**src/rtl/mux_pkg.sv**
```systemverilog
// mux_pkg: shared mode and output-stage state enums for mux_arb_n.
package mux_pkg;
    typedef enum logic {MODE_FIXED, MODE_RR} mode_e;
    typedef enum logic {EMPTY, FULL} state_e;
endpackage

```
**src/rtl/rr_arbiter.sv**
```systemverilog
// rr_arbiter: combinational wrap-around priority search starting at ptr.
module rr_arbiter #(
    parameter int NumInputs = 4,
    parameter int SelWidth  = $clog2(NumInputs)
) (
    input  logic [NumInputs-1:0] req,
    input  logic [SelWidth-1:0]  ptr,
    output logic [SelWidth-1:0]  grant,
    output logic                 grant_valid
);
    logic [SelWidth-1:0] idx;

    // Walk from farthest to nearest so the channel closest to ptr wins; ptr
    // values >= NumInputs are folded back into range by the modulo.
    always_comb begin
        grant       = '0;
        grant_valid = 1'b0;
        idx         = '0;
        for (int k = NumInputs - 1; k >= 0; k--) begin
            idx = SelWidth'((int'(ptr) + k) % NumInputs);
            if (req[idx]) begin
                grant       = idx;
                grant_valid = 1'b1;
            end
        end
    end
endmodule

```
**src/rtl/mux_arb_n.sv**
```systemverilog
// mux_arb_n: N-channel valid/ready mux with a one-word registered output stage,
// channel chosen by an external selector or by round-robin arbitration.
module mux_arb_n
    import mux_pkg::*;
#(
    parameter int    BusWidth  = 32,
    parameter int    NumInputs = 4,
    parameter int    SelWidth  = $clog2(NumInputs),
    parameter mode_e Mode      = MODE_FIXED
) (
    input  logic                                clk,
    input  logic                                reset_n,
    input  logic [NumInputs-1:0][BusWidth-1:0]  in_data,
    input  logic [NumInputs-1:0]                in_valid,
    output logic [NumInputs-1:0]                in_ready,
    input  logic [SelWidth-1:0]                 selector,
    output logic [BusWidth-1:0]                 out_data,
    output logic                                out_valid,
    input  logic                                out_ready,
    output logic [SelWidth-1:0]                 out_sel
);
    state_e              state, state_next;
    logic [SelWidth-1:0] ptr, ptr_next, arb_ptr, grant;
    logic                grant_valid, granted, load_en, xfer;

    assign arb_ptr = (Mode == MODE_RR) ? ptr : selector;

    rr_arbiter #(
        .NumInputs(NumInputs),
        .SelWidth (SelWidth)
    ) u_arb (
        .req        (in_valid),
        .ptr        (arb_ptr),
        .grant      (grant),
        .grant_valid(grant_valid)
    );

    // Fixed mode: the search starts at selector, so only a hit on selector itself counts.
    assign granted   = (Mode == MODE_RR) ? grant_valid
                     : grant_valid && grant == selector && int'(selector) < NumInputs;
    assign load_en   = (state == EMPTY) || out_ready;
    assign xfer      = reset_n && load_en && granted;
    assign out_valid = (state == FULL);

    always_ff @(posedge clk or negedge reset_n)
        if (!reset_n) begin
            state <= EMPTY;
            ptr   <= '0;
        end else begin
            state <= state_next;
            ptr   <= ptr_next;
        end

    always_comb begin
        in_ready   = '0;
        state_next = xfer ? FULL : (state == FULL && out_ready) ? EMPTY : state;
        ptr_next   = !xfer ? ptr : (grant == SelWidth'(NumInputs - 1)) ? '0 : grant + 1'b1;
        for (int i = 0; i < NumInputs; i++)
            in_ready[i] = xfer && grant == SelWidth'(i);
    end

    always_ff @(posedge clk or negedge reset_n)
        if (!reset_n) begin
            out_data <= '0;
            out_sel  <= '0;
        end else if (xfer) begin
            out_data <= in_data[grant];
            out_sel  <= grant;
        end
endmodule

```
**config.mk**
```make
export PLATFORM = sky130hd
export DESIGN_NAME = mux_arb_n
export DESIGN_NICKNAME = d
export VERILOG_FILES = /design/src/rtl/mux_pkg.sv /design/src/rtl/rr_arbiter.sv /design/src/rtl/mux_arb_n.sv
export SDC_FILE = /design/constraint.sdc
export NUM_CORES = 1
export LEC_CHECK = 0
export ABC_CLOCK_PERIOD_IN_PS = 5150
export CORE_MARGIN = 4
export CORE_UTILIZATION = 39
export CTS_CLUSTER_DIAMETER = 80
export DETAILED_ROUTE_END_ITERATION = 12
export PLACE_DENSITY_LB_ADDON = 0.05
export SYNTH_ARGS = -nofsm -noshare
export SYNTH_HDL_FRONTEND = slang
export SYNTH_SLANG_ARGS = --single-unit
```
**constraint.sdc**
```tcl
create_clock -name clk -period 5.15 [get_ports clk]
set_input_delay 1.2875 -clock clk [delete_from_list [all_inputs] [get_ports clk]]
set_output_delay 1.2875 -clock clk [all_outputs]
set_load 0.02 [all_outputs]
```
# After elaboration in Yosys (flattened, before gate mapping)
# Index checks and enable logic that the tools add are counted.
[op_classes]
n_eq_ne = 4
mux = 20
order_cmp = 5
reduce_logical = 11
bitwise = 1
add_sub_neg = 3
[op_table]
columns = ["cell", "count"]
rows = [
  ["$bmux 32 s2", 1],
  ["$mux 32", 1],
  ["$lt 2x3->1 const B", 5],
  ["$mux 1", 10],
  ["$bmux 1 s2", 4],
  ["$logic_and 1x1->1", 8],
  ["$mux 2", 4],
  ["$add 2x2->2 const B", 2],
  ["$eq 2x2->1 const B", 2],
  ["$add 2x1->2 const B", 1],
  ["$eq 2x1->1 const B", 1],
  ["$eq 2x2->1", 1],
  ["$logic_not 2->1", 1],
  ["$reduce_bool 2->1", 1],
  ["$logic_or 1x1->1", 1],
  ["$not 1->1", 1],
]
[word_totals]
register_bits = 35
word_cells = 47
input_bits = 137

# Longest topological paths before layout
# Gate-level depths: netlist of run 1.
[logic_depth]
depth_word = 11
ltp_mapped = 8

# Cells and area by module
# From an unflattened synthesis of run 1, not the netlist that was laid out.
[unflattened]
cells_unflattened = 140
area_unflattened_um2 = 2323.5
[modules_own_cells]
columns = ["module", "cells_per_inst", "seq_area_each_um2", "n_inst", "area_each_um2"]
rows = [
  ["mux_arb_n", 127, 875.8, 1, 2245.9],
  ["rr_arbiter", 13, 0.0, 1, 77.6],
]

# Worst setup path before layout of run 1
# OpenSTA, ideal clock, no wires.
[synth_timing]
kind = "input -> output"
startpoint = "input selector[1]"
endpoint = "output in_ready[0]"
stages = 7
required_ps = 3863
setup_slack_ps = 907
arrival_time_ps = 2956
path_buffers = 2
cell_sequence = "buf_2 -> o21a_1 -> a211oi_1 -> a211o_1 -> or3_4 -> clkbuf_1 -> nor3_1"
[synth_between]
elab_chain_len = 11
elab_cells_between_ends = 24
classes_between = "add/sub: 3; eq/ne: 1; mux: 16; reduce/logical: 4"
[synth_lines]
columns = ["item", "line_no", "source"]
rows = [
  ["from (decl)", "mux_arb_n.sv:16", "input logic [SelWidth-1:0] selector,"],
  ["$add 2x2->2", "rr_arbiter.sv:20", "idx = SelWidth'((int'(ptr) + k) % NumInputs);"],
  ["$bmux 1 s2", "rr_arbiter.sv:21", "if (req[idx]) begin"],
  ["$mux 1 (not written as such)", "rr_arbiter.sv:21", ""],
  ["$mux 2 (4 in series)", "rr_arbiter.sv:21", ""],
  ["$eq 2x2->1", "mux_arb_n.sv:40", ": grant_valid && grant == selector && int'(selector) < NumInputs;"],
  ["$logic_and 1x1->1", "mux_arb_n.sv:40", ""],
  ["$logic_and 1x1->1", "mux_arb_n.sv:42", "assign xfer = reset_n && load_en && granted;"],
  ["$logic_and 1x1->1 (*)", "mux_arb_n.sv:59", "in_ready[i] = xfer && grant == SelWidth'(i);"],
  ["to (decl)", "mux_arb_n.sv:15", "output logic [NumInputs-1:0] in_ready,"],
]
# Mark *: on every way between the ends. The rest lies on a longest branch, timed or not. The select of a mux whose other input is x is not followed.

# Worst setup path after layout of run 1
# Same ends and word-level chain as after synthesis.

==> metrics.md, run 1 <==
| Metric | Value |
|---|---|
| Non-Filler Instances | `540` |
| Final hold violation count | `0` |
| Crit Path Class | `primary input to output port` |
| Net switching power | `478.1 uW` |
| Starting density of the core | `0.4101` |
| CTS buffer count | `5` |
| Net Sw Frac | `0.3737` |
| Max Fclk | `202.3 MHz` |
| Final setup fails | `0` |
| Worst Tran Pin Value | `0.6501 ns` |
| I/O pin total | `176` |
| Syn Inst Count | `309` |
| Crit start category | `primary input` |
| Tightest Hold Check Type | `register to register` |
| Pleak | `0.001873 uW` |
| Critical Path, Cell by Cell | `clkdlybuf4s50_1 > o21a_1 > a211oi_1 > a211o_1 > or3_4 > nor3_1 > clkdlybuf4s50_1` |
| Clk buf depth | `2` |
| PostCTS Resize Cnt | `0` |
| Critical Path End Type | `output port` |
| Slew HR | `0.5666` |
| RSZ-0062 raised after global routing | `false` |
| Most common cell after layout, fill and taps aside | `clkdlybuf4s50_1` |
| Commonest non-fill, non-tap cells in the layout | `174 x clkdlybuf4s50_1, 65 x and3_1, 65 x a211oi_1` |
| Antenna Violating Nets Remaining | `0` |
| Post-CTS setup buffer count | `0` |
| DRC viols | `0` |
| Fillers | `540` |
| Crit-path most repeated cell | `clkdlybuf4s50_1` |
| Hold path endpoint | `out_data[3]$_DFFE_PN0P_` |
| Clock sink count | `35` |
| Part of the power in registers | `0.316` |
| Vias in the first global route | `3303` |
| # rows | `29` |
| CP top delay family | `buffers and inverters` |
| Average routed wire per standard cell | `18.71 um` |
| First-pass GRT wire length | `16.39 mm` |
| Hpwl dp | `7.240 mm` |
| Final worst path period need | `4.943 ns` |
| Beginning of the worst hold path | `out_data[3]$_DFFE_PN0P_` |
| Worst setup startpoint | `selector[1]` |
| Worst-path clk slew | `0.07 ns` |
| Drt first pass iters | `4` |
| Worst VDD drop | `138.7 uV` |
| CTS tree | `yes` |
| Number of diodes | `0` |
| Post-synth design cell area | `2664 um^2` |
| Syn avg cell area | `8.621 um^2` |
| Hold Path Stages | `2` |
| Core area | `6495 um^2` |
| I/O Buffers | `175` |
| Global router's overall resource usage | `0.2427` |
| Crit-path slowest cell | `clkdlybuf4s50_1` |
| Clock power frac | `0.153` |
| Worst setup margin | `0.2071 ns` |
| Warnings from Yosys | `0` |
| Crit-path max FO | `9` |
| CP peak stage delay | `0.65 ns` |
| DR vias | `3181` |
| Setup Total Neg Slack | `0 ns` |
| Post-DR vias/cell | `5.891` |
| Routability cong. | `0.8155` |
| CP Data Required Time | `3.86 ns` |
| DRT Wirelength | `10.10 mm` |
| Dpl ws | `0.2279 ns` |
| # H-tree levels | `2` |
| Die X | `90.65 um` |
| Die area | `8217 um^2` |
| Largest net degree at the start of global routing | `65` |
| Status | `completed` |
| R2R Path End | `out_sel[1]$_DFFE_PN0P_` |
| Layout cells sized above 1 | `0.06048` |
| Final period util | `0.9598` |
| Nets | `599` |
| Final max-slew violation count | `0` |
| Placed cells | `532` |
| Total congestion overflow | `0` |
| Yosys reg bits | `35` |
| Comb power frac | `0.531` |
| Syn nets | `446` |
| Power per cell area | `280.8 nW/um^2` |
| Clock Skew | `0.007509 ns` |
| Post-Route Utilization | `0.7014` |
| Crit path buffers/inverters | `2` |
| Drt initial violations | `150` |
| Reg2reg path depth | `6` |
| Die Y | `90.65 um` |
| Area Growth Syn to Fin | `71.02%` |
| CTS Hold Bufs | `0` |
| Synth cell types | `28` |
| FF-to-FF Start | `out_valid$_DFFE_PN0P_` |
| Root Driver | `clkbuf_8` |
| Register area share after synthesis | `0.3288` |
| Initial antenna violation count | `0` |
| Crit path arrival time | `3.66 ns` |
| Maxcap violations | `0` |
| Worst skew pair latency | `0.29 ns` |
| R2R Setup Slk | `3.25 ns` |
| Pint | `801.3 uW` |
## layer usage
metal | GRT usage | part of all wire | vias up
met5 | 0 | 0 | -
met2 | 0.4293 | 0.50 | 126
li1 | - | - | 1541
met3 | 0.05917 | 0.075 | 14
met4 | 0.07143 | 0.021 | 0
met1 | 0.2894 | 0.41 | 1500
## power by group through the flow
stage	registers [uW]	logic, uW	clock network, uW
after floorplan	513	222	0
after global placement	406	675	0
after detailed placement	412	683	0
after CTS	406	685	199
after global routing	418	730	213
final	405	679	195
## synthesized netlist by cell type
cell	count	area [um^2]
dfrtp_1	35	875.8
mux2_1	2	22.52
mux2i_1	1	10.01
o21a_1	1	7.510
a2bb2oi_1	1	8.760
and3_1	65	406.6
and2_1	1	6.260
a211oi_1	65	488.0
a21boi_1	2	15.01
or3_4	1	11.26
a211o_1	1	8.760
a21oi_1	1	5.000
nand2b_1	2	12.51
clkbuf_1	35	131.4
inv_2	1	3.750
a21o_1	1	7.510
nand2_1	7	26.28
nor3_1	4	20.02
o21bai_1	1	7.510
nor2b_1	2	12.51
o21ai_0	2	10.01
nand3b_1	1	7.510
o31ai_1	64	480.5
buf_2	6	30.03
buf_6	2	22.52
nor2_1	2	7.510
nand3_1	2	10.01
a221oi_1	1	8.760
## sequential cells by signal, summed over array words and instances, names as in the netlist
register / flops
out_sel: 2
out_data: 32
out_valid: 1
## worst register-to-register path, stage by stage, from the launching register on
cell and delay (ns):
dfrtp_1 0.38, nand2b_1 0.09, nand2_1 0.07, a211o_1 0.24, or3_4 0.37, buf_4 0.28
mux2_1 0.36
## kinds of logic after synthesis
logic type | synth area share
AOI/OAI and AO/OA | 0.3931
and+or+nand+nor | 0.1954
buffers and inverters | 0.07046
DFF | 0.3288
muxes | 0.01221
## per-stage QoR
| stage | total power [uW] | hold slack, ns | instance area (um^2) |
|---|---|---|---|
| global placement | 1081 | 0.4743 | 4471 |
| floorplan | 735.6 | 0.6066 | 2664 |
| CTS | 1290 | 0.5053 | 4556 |
| finish | 1279 | 0.5005 | 4556 |
| detailed placement | 1095 | 0.4889 | 4471 |
| global route | 1360 | 0.5261 | 4556 |
## worst max-delay path by stage
stage,end,slack [ns],cells after the start
after global placement,in_ready[1],0.28,7
after floorplan,in_ready[0],0.91,7
after global routing,in_ready[2],0.08,7
after detailed placement,in_ready[2],0.23,7
final,in_ready[0],0.21,7
after CTS,in_ready[2],0.21,7
## final cells by class
type / count / area [um^2] / area share
Multi-Input combinational cell: 230 / 1643 / 0.3606
Clock buffer: 6 / 72.57 / 0.01593
Tap cell: 77 / 96.34 / 0.02115
Timing Repair Buffer: 189 / 1852 / 0.4065
Inverter: 1 / 3.754 / 0.0008239
Sequential cell: 35 / 875.8 / 0.1923
Clock inverter: 2 / 12.51 / 0.002746
Note: power is estimated with default switching activity, not from simulation.
==> run 2: changes to the inputs <==
--- a/config.mk
+++ b/config.mk
@@ -6,6 +6,7 @@
 export NUM_CORES = 1
 export LEC_CHECK = 0
 export ABC_CLOCK_PERIOD_IN_PS = 5150
+export CAP_MARGIN = 25
 export CORE_MARGIN = 4
 export CORE_UTILIZATION = 39
 export CTS_CLUSTER_DIAMETER = 80
==> results of run 2 <==
Final layout, timing and power as in run 1 (identical DEF).
